==> config.mk <==
export PLATFORM = sky130hd
export DESIGN_NAME = serial_adder_ctrl
export DESIGN_NICKNAME = d
export VERILOG_FILES = /design/src/rtl/serial_adder_ctrl.sv
export SDC_FILE = /design/constraint.sdc
export NUM_CORES = 1
export LEC_CHECK = 0
export ABC_AREA = 1
export ABC_CLOCK_PERIOD_IN_PS = 1750
export CAP_MARGIN = 10
export CORE_AREA = 5 5 68 70
export DETAILED_ROUTE_END_ITERATION = 10
export DIE_AREA = 0 0 73 75
export GPL_ROUTABILITY_DRIVEN = 0
export PLACE_DENSITY = 0.71
export SYNTH_ARGS = -nofsm -noshare
export SYNTH_HDL_FRONTEND = slang
export SYNTH_SLANG_ARGS = --single-unit
==> constraint.sdc <==
create_clock -name clk -period 1.75 [get_ports clk]
set_clock_uncertainty 0.05 [all_clocks]
set_input_delay 0.525 -clock clk [delete_from_list [all_inputs] [get_ports clk]]
set_output_delay 0.525 -clock clk [all_outputs]
set_load 0.1 [all_outputs]
==> src/rtl/serial_adder_ctrl.sv <==
// serial_adder_ctrl: bit-serial add sequencer for the full-adder cell.
// Feeds operands LSB-first, recirculates carry, collects the sum.
module serial_adder_ctrl #(
   parameter int WIDTH = 8
) (
   input  logic             clk,
   input  logic             rst_n,
   input  logic             start,
   input  logic [WIDTH-1:0] a_in,
   input  logic [WIDTH-1:0] b_in,
   output logic             fa_a,
   output logic             fa_b,
   output logic             fa_cin,
   input  logic             fa_sum,
   input  logic             fa_cout,
   output logic             busy,
   output logic             done,
   output logic [WIDTH-1:0] sum_out,
   output logic             cout
);

   localparam int CW = (WIDTH > 1) ? $clog2(WIDTH) : 1;

   typedef enum logic [1:0] {
      IDLE,
      SHIFT,
      DONE
   } state_t;

   state_t           state_q;
   state_t           state_d;
   logic [WIDTH-1:0] a_sr;
   logic [WIDTH-1:0] b_sr;
   logic [WIDTH-1:0] sum_sr;
   logic [WIDTH-1:0] sum_nx;
   logic             carry_q;
   logic [CW-1:0]    cnt;
   logic             last;
   logic             in_shift;

   assign in_shift = (state_q == SHIFT);
   assign last     = (cnt == CW'(WIDTH - 1));
   assign sum_nx   = {fa_sum, sum_sr[WIDTH-1:1]};

   assign busy   = in_shift;
   assign done   = (state_q == DONE);
   assign fa_a   = in_shift & a_sr[0];
   assign fa_b   = in_shift & b_sr[0];
   assign fa_cin = in_shift & carry_q;

   // state register
   always_ff @(posedge clk or negedge rst_n) begin
      if (!rst_n) begin
         state_q <= IDLE;
      end else begin
         state_q <= state_d;
      end
   end

   // next-state: accept in IDLE, run WIDTH bits, one-cycle DONE
   always_comb begin
      state_d = state_q;
      unique case (state_q)
         IDLE:    if (start) state_d = SHIFT;
         SHIFT:   if (last) state_d = DONE;
         DONE:    state_d = IDLE;
         default: state_d = IDLE;
      endcase
   end

   // operand/sum shifting, carry recirculation and result capture
   always_ff @(posedge clk or negedge rst_n) begin
      if (!rst_n) begin
         a_sr    <= '0;
         b_sr    <= '0;
         sum_sr  <= '0;
         carry_q <= 1'b0;
         cnt     <= '0;
         sum_out <= '0;
         cout    <= 1'b0;
      end else if (state_q == IDLE) begin
         if (start) begin
            a_sr    <= a_in;
            b_sr    <= b_in;
            sum_sr  <= '0;
            carry_q <= 1'b0;
            cnt     <= '0;
         end
      end else if (in_shift) begin
         a_sr    <= {1'b0, a_sr[WIDTH-1:1]};
         b_sr    <= {1'b0, b_sr[WIDTH-1:1]};
         sum_sr  <= sum_nx;
         carry_q <= fa_cout;
         if (last) begin
            cnt     <= '0;
            sum_out <= sum_nx;
            cout    <= fa_cout;
         end else begin
            cnt <= cnt + CW'(1);
         end
      end
   end

endmodule

==> results.md <==
* Top cell type's share of synthesized area at 0.538
* Num rows at 23
* Run status: finished with violations
* Data required, critical path at 1170 ps
* Die Span Y at 75 µm
* Endpoint type of the worst setup path: primary output
* CP top delay family: flip-flops
* Number of cells on the worst reg-to-reg path at 6
* Final standard cell utilization of the core at 0.643
* Cell taking the most area after synthesis: sky130_fd_sc_hd__dfrtp_1
* Inserted Diodes at 0
* Wire length of the first global-routing pass at 6250 µm
* IO buf count at 34
* Number of synthesized flops with an enable pin at 0
* Path type of the worst setup path: register to primary output
* Clock tree from TritonCTS: yes
* Minimum period implied by the final worst setup slack at 1770 ps
* Layout Area Growth over Synthesis at 42.4%
* Count of routing violations after the opening detailed-route iteration at 100
* Initial Util at 0.452
* Area contributors post-synth: sky130_fd_sc_hd__dfrtp_1 (54%), sky130_fd_sc_hd__nand2_1 (13%), sky130_fd_sc_hd__inv_1 (5.3%), sky130_fd_sc_hd__or2_2 (5.0%), sky130_fd_sc_hd__o21ai_0 (4.8%)
* RR Startpoint: cnt[0]$_DFFE_PN0P_
* Number of clock sinks at 38
* Max-slew headroom at 0.752
* Worst Path Max Fanout at 5
* Post-synthesis sequential area ratio at 0.538
* Total negative setup slack at -58.5 ps
* Crit start category: register
* Share of post-route cells with drive strength above 1 at 0.273
* Violated checks: setup timing
* Total buffers and inverters traversed by the critical path at 2
* Syn Nets at 230
* Yosys reg bits at 38
* Cts-stage hold buffer count at 0
* Post-synth design cell area at 0.00177 mm²
* Number of distinct library cell variants in the gate-level netlist after synthesis at 17
* DRC at 0
* Total via count in the routed design at 1449
* Average cell area after synthesis at 8.54 µm²
* Number of standard cells after synthesis at 207
* Cells along the critical path: inv_2 -> nand2_4 -> nor2_4 -> buf_12
* Number of warning messages in the yosys log at 0
* Routed WL at 3720 µm
* CP endpoint: fa_b
* DR WL/cell at 12.3 µm
* Total congestion overflow after global routing at 0
* Clock transition time at the flip-flop clock pins of the worst setup and hold paths at 70 ps
* I/O pin cnt at 35
* Fin worst setup slack at -24.9 ps
* Antenna violations before repair at 0
* Vias in the first global route at 1358
* Async SR Flop Fraction at 1.00
* Vias/cell at 4.78
* Setup repair after global routing missed its margin: true
* Most instantiated flip-flop cell in the synthesis netlist: sky130_fd_sc_hd__dfrtp_1
* Final worst-path cycle share at 1.01
* Cell with the largest stage delay on the worst path: sky130_fd_sc_hd__dfrtp_2
* Clock tree root buffer cell: sky130_fd_sc_hd__clkbuf_8
* Maximum number of pins on one net before global-route repair at 31
* Slew at the pin closest to its max-slew limit at 372 ps
* Number of buffers on the longest clock path at 2
* Class of the tightest hold or removal check: input port to asynchronous set/reset pin
* Final hold violation count at 0
* CTS HTree Levels at 2
* Reg2Reg Setup Slack at 210 ps
* Detailed placer's ending HPWL at 2660 µm
* Number of nets in the layout at 275
* Stages on worst setup path at 4
* Setup-violating endpoint count in the final report at 3
* Worst reg2reg path endpoint: sum_out[0]$_DFFE_PN0P_
* Area enclosed by the die boundary at 0.00548 mm²
* CP Data Arrival Time at 1200 ps
* Post-route ant nets at 0
* Final number of max-transition violations at 0
* Achievable clock frequency at 563 MHz
* Clk Latency, worst-skew pair at 290 ps
* Total core area at 0.00391 mm²
* Longest individual stage delay on the worst path at 420 ps
* Worst setup path start: state_q[1]$_DFFE_PN0P_
* Num CTS Buffers at 5
* DIE WIDTH at 73 µm
* Global routing usage summed across all routing layers at 0.152
* Number of detailed-route iterations in the first pass at 4
* Number of max-cap violations at 0
==> what timing repair did <==
item,CTS,global route
pin swaps,0,4
cloned,0,0
resized for setup,6,2
endpoints found under the setup margin,5,5
setup buffers,2,1
==> sequential cells by signal (all words and copies together), names as in the netlist <==
name     cells
cnt          3
a_sr         8
b_sr         8
cout         1
state_q      2
sum_out      8
sum_sr       7
carry_q      1
==> cells by family (layout without fill, tap and decap cells) <==
family                   after synthesis  in the layout  share of synthesized area
AO/OA/AOI/OAI                         33             33                      0.108
adder cells (fa/ha/maj)                2              2                     0.0142
buffers and inverters                 36             82                     0.0934
flip-flops                            38             38                      0.538
AND/OR/NAND/NOR                       98             98                      0.246
==> cell usage after synthesis, types with 3 or more instances <==
cell type	count
sky130_fd_sc_hd__buf_6	3
sky130_fd_sc_hd__clkbuf_1	4
sky130_fd_sc_hd__dfrtp_1	38
sky130_fd_sc_hd__inv_1	25
sky130_fd_sc_hd__nand2_1	60
sky130_fd_sc_hd__nand2_2	3
sky130_fd_sc_hd__nand3_1	14
sky130_fd_sc_hd__nor2_1	4
sky130_fd_sc_hd__o21ai_0	17
sky130_fd_sc_hd__o21ai_1	9
sky130_fd_sc_hd__o21ai_2	7
sky130_fd_sc_hd__or2_2	14
==> placed cells by master (no fill, tap or decap), types with 8 or more instances in the layout <==
master                            synthesis  routed
sky130_fd_sc_hd__nand3_1                 14      14
sky130_fd_sc_hd__clkbuf_8                 0       8
sky130_fd_sc_hd__dfrtp_1                 38      36
sky130_fd_sc_hd__inv_1                   25      25
sky130_fd_sc_hd__o21ai_0                 17      17
sky130_fd_sc_hd__clkdlybuf4s50_1          0      19
sky130_fd_sc_hd__nand2_1                 60      60
sky130_fd_sc_hd__o21ai_1                  9       9
sky130_fd_sc_hd__or2_2                   14      14
sky130_fd_sc_hd__buf_12                   0      16
sky130_fd_sc_hd__buf_4                    2      11
==> worst min-delay path by stage <==
stage                             end  slack, ps             startpoint  cells past startpoint
2_1_floorplan     a_sr[0]$_DFFE_PN0P_        180                  rst_n                      0
3_3_place_gp   sum_out[0]$_DFFE_PN0P_        400  sum_sr[1]$_DFFE_PN0P_                      2
3_5_place_dp   sum_out[0]$_DFFE_PN0P_        410  sum_sr[1]$_DFFE_PN0P_                      2
4_1_cts           b_sr[6]$_DFFE_PN0P_        100                  rst_n                      1
5_1_grt           b_sr[3]$_DFFE_PN0P_        110                  rst_n                      1
6_report          b_sr[6]$_DFFE_PN0P_         90                  rst_n                      1
==> through the flow <==
stage	cells	instance area, µm²	worst slack (ps)	hold slack, ps
2_1_floorplan	207	1780	-270	179
3_3_place_gp	292	2350	106	401
3_5_place_dp	292	2350	88.9	413
4_1_cts	302	2500	-62.5	98.8
5_1_grt	303	2520	-76.2	111
6_report	303	2520	-24.9	91.0
==> metal layers <==
layer	share of wire	global-route usage	wire, µm	up-vias
li1	-	-	-	732
met3	0.046	0.0307	172	7
met1	0.44	0.191	1640	681
met5	0	0	0	-
met4	0.027	0.0984	102	0
met2	0.48	0.239	1800	29
==> area by class of cell <==
type                    count  area [µm²]
multi-input cells         133         692
flip-flops and latches     38         953
well taps                  50        62.6
repair buffers             47         598
inverters                  27         101
fillers                   344        1400
clock buffers               8         110
Power is not shown: default switching activity piles up to over one toggle a cycle in this logic, so the estimate is an artifact.
